## src/rtl/gps_sample_packer_pkg.sv

```systemverilog
`default_nettype none
// ====================================================================
// gps_sample_packer_pkg : nibble/byte layout and packer FSM encoding
// Rev 1.0
// ====================================================================
package gps_sample_packer_pkg;

  typedef enum logic [0:0] {
    ST_HI = 1'b0,
    ST_LO = 1'b1
  } pack_state_t;

  // Bit positions of the front-end outputs within a 4-bit sample
  localparam int c_nib_i1 = 3;
  localparam int c_nib_i0 = 2;
  localparam int c_nib_q1 = 1;
  localparam int c_nib_q0 = 0;

  // Older sample in the upper nibble, newer sample in the lower nibble
  localparam int c_byte_old_lsb = 4;
  localparam int c_byte_new_lsb = 0;

  function automatic logic [3:0] pack_nibble(input logic i1, input logic i0,
                                             input logic q1, input logic q0);
    logic [3:0] nib;
    nib           = '0;
    nib[c_nib_i1] = i1;
    nib[c_nib_i0] = i0;
    nib[c_nib_q1] = q1;
    nib[c_nib_q0] = q0;
    return nib;
  endfunction

  function automatic logic [7:0] pack_byte(input logic [3:0] older,
                                           input logic [3:0] newer);
    logic [7:0] b;
    b                         = '0;
    b[c_byte_old_lsb +: 4]    = older;
    b[c_byte_new_lsb +: 4]    = newer;
    return b;
  endfunction

endpackage
`default_nettype wire

```

## src/rtl/gps_sample_packer_sync_fifo.sv

```systemverilog
`default_nettype none
// ====================================================================
// sync_fifo : circular FIFO with extra-MSB pointers, fill and flags
// Rev 1.0
// ====================================================================
module sync_fifo #(
  parameter int DEPTH = 4,
  parameter int WIDTH = 8
) (
  input  logic                   clk,
  input  logic                   rst_n,
  input  logic                   i_wr_en,
  input  logic [WIDTH-1:0]       i_wr_data,
  input  logic                   i_rd_en,
  output logic [WIDTH-1:0]       o_rd_data,
  output logic                   o_full,
  output logic                   o_empty,
  output logic [$clog2(DEPTH):0] o_fill
);

  localparam int AW = $clog2(DEPTH);

  logic [WIDTH-1:0] r_mem [DEPTH];
  logic [AW:0]      r_wr_ptr;
  logic [AW:0]      r_rd_ptr;
  logic             w_do_wr;
  logic             w_do_rd;

  assign o_empty   = (r_wr_ptr == r_rd_ptr);
  assign o_full    = (r_wr_ptr[AW] != r_rd_ptr[AW]) &&
                     (r_wr_ptr[AW-1:0] == r_rd_ptr[AW-1:0]);
  assign o_fill    = r_wr_ptr - r_rd_ptr;
  assign o_rd_data = r_mem[r_rd_ptr[AW-1:0]];

  // A pop frees the head slot on the same edge, so a full FIFO can still take a write
  assign w_do_rd = i_rd_en && !o_empty;
  assign w_do_wr = i_wr_en && (!o_full || w_do_rd);

  always_ff @(posedge clk) begin
    if (!rst_n) begin
      r_wr_ptr <= '0;
      r_rd_ptr <= '0;
      for (int i = 0; i < DEPTH; i++) begin
        r_mem[i] <= '0;
      end
    end else begin
      if (w_do_wr) begin
        r_mem[r_wr_ptr[AW-1:0]] <= i_wr_data;
        r_wr_ptr                <= r_wr_ptr + (AW+1)'(1);
      end
      if (w_do_rd) begin
        r_rd_ptr <= r_rd_ptr + (AW+1)'(1);
      end
    end
  end

endmodule
`default_nettype wire

```

## src/rtl/gps_sample_packer.sv

```systemverilog
`default_nettype none
// ====================================================================
// gps_sample_packer : packs GPS I/Q sample pairs into buffered bytes
// Rev 1.0
// ====================================================================
module gps_sample_packer
  import gps_sample_packer_pkg::*;
#(
  parameter int DEPTH = 4,
  parameter int CNT_W = 16
) (
  input  logic                   GPS_CLK_16_368,
  input  logic                   GPS_RST_N,
  input  logic                   GPS_I0,
  input  logic                   GPS_I1,
  input  logic                   GPS_Q0,
  input  logic                   GPS_Q1,
  input  logic                   ENABLE,
  output logic [7:0]             OUT_DATA,
  output logic                   OUT_VALID,
  input  logic                   OUT_READY,
  output logic [$clog2(DEPTH):0] FILL,
  output logic                   OVERFLOW,
  input  logic                   CLR_OVF,
  output logic [CNT_W-1:0]       DROP_COUNT
);

  localparam logic [CNT_W-1:0] c_cnt_max = '1;

  logic [3:0]       r_cap;
  logic [3:0]       r_hold;
  pack_state_t      r_state;
  pack_state_t      w_state_nxt;
  logic             w_wr;
  logic             w_hold_ld;
  logic [7:0]       w_byte;
  logic             w_full;
  logic             w_empty;
  logic             w_pop;
  logic             w_drop;
  logic             r_ovf;
  logic [CNT_W-1:0] r_drop_cnt;

  always_ff @(posedge GPS_CLK_16_368) begin
    if (!GPS_RST_N) begin
      r_cap   <= '0;
      r_hold  <= '0;
      r_state <= ST_HI;
    end else begin
      r_cap   <= pack_nibble(GPS_I1, GPS_I0, GPS_Q1, GPS_Q0);
      r_state <= w_state_nxt;
      if (w_hold_ld) begin
        r_hold <= r_cap;
      end
    end
  end

  // ENABLE qualifies the nibble already sitting in the capture register
  always_comb begin
    w_state_nxt = r_state;
    w_wr        = 1'b0;
    w_hold_ld   = 1'b0;
    if (!ENABLE) begin
      w_state_nxt = ST_HI;
    end else begin
      case (r_state)
        ST_HI: begin
          w_hold_ld   = 1'b1;
          w_state_nxt = ST_LO;
        end
        ST_LO: begin
          w_wr        = 1'b1;
          w_state_nxt = ST_HI;
        end
        default: w_state_nxt = ST_HI;
      endcase
    end
  end

  assign w_byte = pack_byte(r_hold, r_cap);

  sync_fifo #(
    .DEPTH (DEPTH),
    .WIDTH (8)
  ) u_fifo (
    .clk       (GPS_CLK_16_368),
    .rst_n     (GPS_RST_N),
    .i_wr_en   (w_wr),
    .i_wr_data (w_byte),
    .i_rd_en   (OUT_READY),
    .o_rd_data (OUT_DATA),
    .o_full    (w_full),
    .o_empty   (w_empty),
    .o_fill    (FILL)
  );

  assign OUT_VALID = !w_empty;
  assign w_pop     = OUT_VALID && OUT_READY;
  assign w_drop    = w_wr && w_full && !w_pop;

  // A drop coinciding with a clear is still recorded as the first drop
  always_ff @(posedge GPS_CLK_16_368) begin
    if (!GPS_RST_N) begin
      r_ovf      <= 1'b0;
      r_drop_cnt <= '0;
    end else if (CLR_OVF) begin
      r_ovf      <= w_drop;
      r_drop_cnt <= w_drop ? CNT_W'(1) : '0;
    end else if (w_drop) begin
      r_ovf <= 1'b1;
      if (r_drop_cnt != c_cnt_max) begin
        r_drop_cnt <= r_drop_cnt + CNT_W'(1);
      end
    end
  end

  assign OVERFLOW   = r_ovf;
  assign DROP_COUNT = r_drop_cnt;

endmodule
`default_nettype wire

```

## config.mk

```make
export PLATFORM = sky130hd
export DESIGN_NAME = gps_sample_packer
export DESIGN_NICKNAME = d
export VERILOG_FILES = /design/src/rtl/gps_sample_packer_pkg.sv /design/src/rtl/gps_sample_packer_sync_fifo.sv /design/src/rtl/gps_sample_packer.sv
export SDC_FILE = /design/constraint.sdc
export NUM_CORES = 1
export LEC_CHECK = 0
export BUFFER_PORTS_ARGS = -buffer_cell sky130_fd_sc_hd__buf_2
export CAP_MARGIN = 5
export CORE_ASPECT_RATIO = 1.5
export CORE_MARGIN = 1.5
export CORE_UTILIZATION = 30
export DETAILED_ROUTE_END_ITERATION = 16
export HOLD_SLACK_MARGIN = 0.06
export PLACE_DENSITY = 0.47
export SYNTH_ARGS = -nofsm -noshare
export SYNTH_HDL_FRONTEND = slang
export SYNTH_SLANG_ARGS = --single-unit
```

## constraint.sdc

```tcl
create_clock -name GPS_CLK_16_368 -period 2.65 [get_ports GPS_CLK_16_368]
set_clock_uncertainty 0.2 [all_clocks]
set_input_delay 0.1325 -clock GPS_CLK_16_368 [delete_from_list [all_inputs] [get_ports GPS_CLK_16_368]]
set_output_delay 0.1325 -clock GPS_CLK_16_368 [all_outputs]
set_load 0.02 [all_outputs]
```

* Word level (Yosys, flattened, before mapping)
Memories as Yosys holds them, arrays and structs flattened. A register that Yosys moved wholly into a read port is not among the register bits. Index checks and enable logic that the tools add are counted.
Operators by class: equality and inequality tests 4, shift-type cells 0, bitwise operators 1, multiplexer cells 20, $add $sub $neg 4, divide/modulo/power cells 0, reductions and logical operators 14, order comparisons 0, $mul 0
Operators by type and width (number):
- two-way mux 16 bit | 3
- adder 16 x 1 -> 16 bit (second input constant) | 1
- inequality test 16 bit (second input constant) | 1
- two-way mux 1 bit | 12
- two-way mux 8 bit | 1
- OR reduction 8 bit | 1
- adder 3 x 1 -> 3 bit (second input constant) | 2
- two-way mux 2 bit | 3
- logical AND 1 bit | 5
- AND reduction 2 bit | 2
- nonzero test 2 bit | 2
- equality test 3 bit | 1
- zero test 1 bit | 3
- subtractor 3 bit | 1
- equality test 2 bit | 1
- case mux 1 bit (2 select lines) | 1
- logical OR 1 bit | 1
- inequality test 1 bit | 1
- inverter 1 bit | 1
Storage, ports and cells: latch bits 0, register bits after elaboration 32, input port bits 9, memory bits (writable) 32, memory bits (read-only) 0, output and inout bits 29, word-level logic and storage cells 51, memories 1
Memories:
- u_fifo.r_mem | depth 4, bits a word 8, rd ports 1, clocked after memory_dff 1, write ports 4, RTL line gps_sample_packer_sync_fifo.sv:23 | logic [WIDTH-1:0] r_mem [DEPTH];

* Logic depth before layout (Yosys ltp)
depth after elaboration 10, depth in mapped cells 8, gate-level depth less buffers 6

* By module
Synthesis repeated with hierarchy kept, for this count alone.
Unflattened totals: cell total of the unflattened synthesis 269, area, all modules 3041.7 sq um
Modules (own cells, without submodules):
- sync_fifo | cells each 142, seq. area each 1121.1 sq um, times used 1, area each 1863.0 sq um
- gps_sample_packer | cells each 127, seq. area each 520.5 sq um, times used 1, area each 1178.6 sq um

* Least setup slack after synthesis
Ideal clock, no wire load.
path type register to register, start point register u_fifo.r_wr_ptr[0], end point memory u_fifo.r_mem[3][0] (enable), arrival time 1828 ps, buffers on the path 0, data required time 2063 ps, setup time 387 ps, stages on the path, launching flop included 6, period minus slack after synthesis 2414 ps, path slack 236 ps, cell sequence dfxtp_1 > inv_1 > ha_1 > nand3b_1 > o21ai_0 > o31ai_1
RTL lines:
- start: declaration | RTL line gps_sample_packer_sync_fifo.sv:24 | logic [AW:0] r_wr_ptr;
- start signal: assignment | RTL line gps_sample_packer_sync_fifo.sv:49 | r_wr_ptr <= r_wr_ptr + (AW+1)'(1);
- end: declaration | RTL line gps_sample_packer_sync_fifo.sv:23

* Final worst setup path
start point register u_fifo.r_wr_ptr[0], end point register r_drop_cnt[3], in the netlist DROP_COUNT[3]
Between the ends: cells in the longest elaborated chain, start to end 7, elaborated cells between the ends (all ways) 10, those cells by class 2 x eq/ne; 8 x reduce/logical
Ends and longest elaborated chain:
- equality test 3 bit | RTL line gps_sample_packer_sync_fifo.sv:29 | assign o_empty = (r_wr_ptr == r_rd_ptr);
- zero test 1 bit | RTL line gps_sample_packer.sv:97 | assign OUT_VALID = !w_empty;
- logical AND 1 bit | RTL line gps_sample_packer.sv:98 | assign w_pop = OUT_VALID && OUT_READY;
- zero test 1 bit | RTL line gps_sample_packer.sv:99 | assign w_drop = w_wr && w_full && !w_pop;
- logical AND 1 bit * | RTL line gps_sample_packer.sv:99
- nonzero test 2 bit (no line) *
- AND reduction 2 bit (no line) *
- end signal: assignment | RTL line gps_sample_packer.sv:108 | r_drop_cnt <= w_drop ? CNT_W'(1) : '0;
- end signal: assignment | RTL line gps_sample_packer.sv:112 | r_drop_cnt <= r_drop_cnt + CNT_W'(1);
- end: declaration | RTL line gps_sample_packer.sv:42 | logic [CNT_W-1:0] r_drop_cnt;
Mark *: on every way between the ends. The rest lies on a longest branch, timed or not. A chain may end at the register's enable or synchronous reset.

==> run metrics <==
Worst Hold Class=input port to flip-flop; Die Area=roughly 0.011 mm²; postcts setup bufs=0; ant diodes=0; Gate Count Post-Synth=between 200 and 300; remaining antenna violation count=0; Routed WL=around 7100 µm; Congestion Overflow GR=0; pwr/cell area=around 650 mW/mm²; Critical R2R Launch=u_fifo.r_wr_ptr[0]$_SDFFE_PN0P_; largest net degree at the start of global routing=16; first-pass GRT wire length=around 11000 µm; max-capacitance violation count=0; GPL Wtd Cong=about 0.8; period utilization=89.5%; outcome=finished, final reports clean; Max-Slew Margin vs Limit=between 50% and 60%; top cells by area, synth=edfxtp_1, dfxtp_1, and2_1, mux4_2, mux2i_1; Highest Clock Rate=422 MHz; Post-Syn Area=0.00301 mm²; CTS clk-pin slew, worst paths=around 0.05 ns; fin. max-slew vios=0; H-tree levels=3; io pins=38; # setup viols final=0; CTS Buf Count=9; WL/cell=around 16 µm; RSZ-0062 raised after global routing=false; final worst path period need=roughly 2.4 ns; hold depth=3; Total Power=around 0.0025 W; clock tree from TritonCTS=yes; placed cell count=between 400 and 500; post-synthesis area per instance=roughly 11 µm²; chip height=about 130 µm; mean number of vias per cell=~5; WP data arrival=about 2.4 ns; Mapped Nets=approximately 280; Worst VDD drop=roughly 340 µV; Synth Flop Type=dfxtp_1; LEAKAGE=around 1.5 nW; # DRC=0; DP Area=between 0.003 and 0.004 mm²; sequential area share after synthesis=a little over half; final net count=roughly 340; Core Region=about 0.0097 mm²; area leader, netlist=edfxtp_1; Hold Startpoint=ENABLE; crit path kind=flip-flop to flip-flop; CP Launch Type=flip-flop; FF-to-FF setup slack=between 0.2 and 0.3 ns; FFs w/ async S/R, synth=0%; post-route insts no fill=441; worst-margin pin slew=~0.66 ns; Area Growth Syn to Fin=25.8%; Yosys reg bits=66; CTS sink count=66; reg2reg end=DROP_COUNT[3]$_SDFFE_PN0P_; initial drt markers=90; Max FO, Critical Path=15; clock buffer depth=2; Post-synth EDFFs=32; initial antenna violation count=0; TNS Setup=0 ns; final hold vios=0; Synthesis Warnings=0; 1st-pass router iterations=4; Clock Latency Late Sink=between 0.3 and 0.4 ns; Hold Path Sink=r_state$_SDFF_PN0_; Worst Path Required=around 2.7 ns; layout cells sized above 1=between 20% and 30%; die width=84.7 µm; # rows=44; PortBufs=37; total track usage=~14%; vias in the first global route=between 2k and 2.5k; clock root buffer=clkbuf_16; share of the synthesized area in the top cell type=a little under a third; Worst setup EP type=flip-flop; Reg2Reg Depth=6; vias post-DR=~2.2k; cell area after layout=0.00378 mm²; post-DP HPWL=roughly 5000 µm; Netlist cell types=36; hold slack=0.194 ns; Initial Utilization=a little under a third
-- where the power goes --
part           internal [W]  leakage (nW)  switching, W
Combinational     0.0000840         0.779      0.000103
Sequential          0.00110         0.607     0.0000260
Clock              0.000741         0.143      0.000413
Total               0.00192          1.53      0.000542
-- cell usage after synthesis (5+ instances only) --
library cell and count:
inv_1 6, nor3_1 7, nand2b_1 8, or4_1 7
mux4_2 8, o31ai_1 7, nor2_1 14, ha_1 5
and4_1 6, edfxtp_1 32, nand3_1 9, dfxtp_1 34
a21oi_1 11, clkbuf_1 7, nand4_1 6, and2_1 38
nand2_1 10, mux2i_1 7
-- state kept, by name (all words and copies together), names as in the netlist, named ones only --
signal / flops
r_cap: 4
r_hold: 4
OVERFLOW: 1
r_state: 1
DROP_COUNT: 16
u_fifo.r_wr_ptr: 3
u_fifo.r_rd_ptr: 3
u_fifo.r_mem: 32
-- critical path, stage by stage (launching register included) --
cell and delay (ns):
dfxtp_1 0.37, inv_1 0.11, ha_1 0.35, nand4_1 0.15, or3_4 0.44, or4_1 0.53
a21oi_1 0.15
-- logic make-up after synthesis --
group | synth area share [%]
xor+xnor | 2.04
compound gates | 7.91
mux | 8.33
flops | 54.6
fa+ha+maj | 2.75
simple gates | 22.1
buf+inv | 2.25
-- metal layers --
| layer | wire length [µm] | track usage (%) | vias up |
|---|---|---|---|
| met4 | 148 | 8.44 | 0 |
| met5 | 0 | 0 | - |
| met2 | 3930 | 26.5 | 36 |
| li1 | - | - | 1097 |
| met1 | 2880 | 14.7 | 1031 |
| met3 | 166 | 2.44 | 11 |
-- cell usage in the layout (no fill, tap or decap), drive strengths merged, types with 5 or more instances in the layout --
cell type and n:
mux2i 7, edfxtp 32, or4 7, nor2 14, and2 38, mux4 8
inv 6, ha 5, nand4 6, nand2 10, buf 49, dlygate4sd3 11
nor3 7, o31ai 7, a21oi 11, and4 6, nand2b 8, dfxtp 34
clkbuf 11, nand3 9
-- cell type report --
| class | instances | area (µm²) |
|---|---|---|
| Fill cell | 977 | 5910 |
| Sequential cell | 66 | 1640 |
| Multi-Input combinational cell | 179 | 1300 |
| Timing Repair Buffer | 60 | 385 |
| Clock buffer | 11 | 243 |
| Tap cell | 115 | 144 |
| Clock inverter | 4 | 43.8 |
| Inverter | 6 | 22.5 |
-- per-stage QoR --
stage | setup WS, ns | util, %
final | 0.279 | 39.0
after global placement | 0.230 | 34.9
after global routing | 0.108 | 39.0
after CTS | 0.123 | 39.0
after floorplan | 0.236 | -
after detailed placement | 0.136 | 34.9
-- how the worst max path moves through the flow --
stage | end | cells past startpoint | from | slack [ns]
detailed placement | DROP_COUNT[3]$_SDFFE_PN0P_ | 6 | u_fifo.r_wr_ptr[0]$_SDFFE_PN0P_ | 0.14
CTS | DROP_COUNT[3]$_SDFFE_PN0P_ | 6 | u_fifo.r_wr_ptr[0]$_SDFFE_PN0P_ | 0.12
global placement | DROP_COUNT[11]$_SDFFE_PN0P_ | 6 | u_fifo.r_wr_ptr[0]$_SDFFE_PN0P_ | 0.23
global route | DROP_COUNT[3]$_SDFFE_PN0P_ | 6 | u_fifo.r_wr_ptr[0]$_SDFFE_PN0P_ | 0.11
floorplan | u_fifo.r_mem[3][0]$_DFFE_PP_ | 5 | u_fifo.r_wr_ptr[0]$_SDFFE_PN0P_ | 0.24
finish | DROP_COUNT[3]$_SDFFE_PN0P_ | 6 | u_fifo.r_wr_ptr[0]$_SDFFE_PN0P_ | 0.28
-- timing repair --
action | 4_1_cts | 5_1_grt
setup endpoints to repair | 0 | 8
gates resized for setup | 0 | 1
endpoints found under the hold margin | 10 | 0
hold buffers | 11 | 0
No activity file was read; power rests on OpenSTA's default activity.
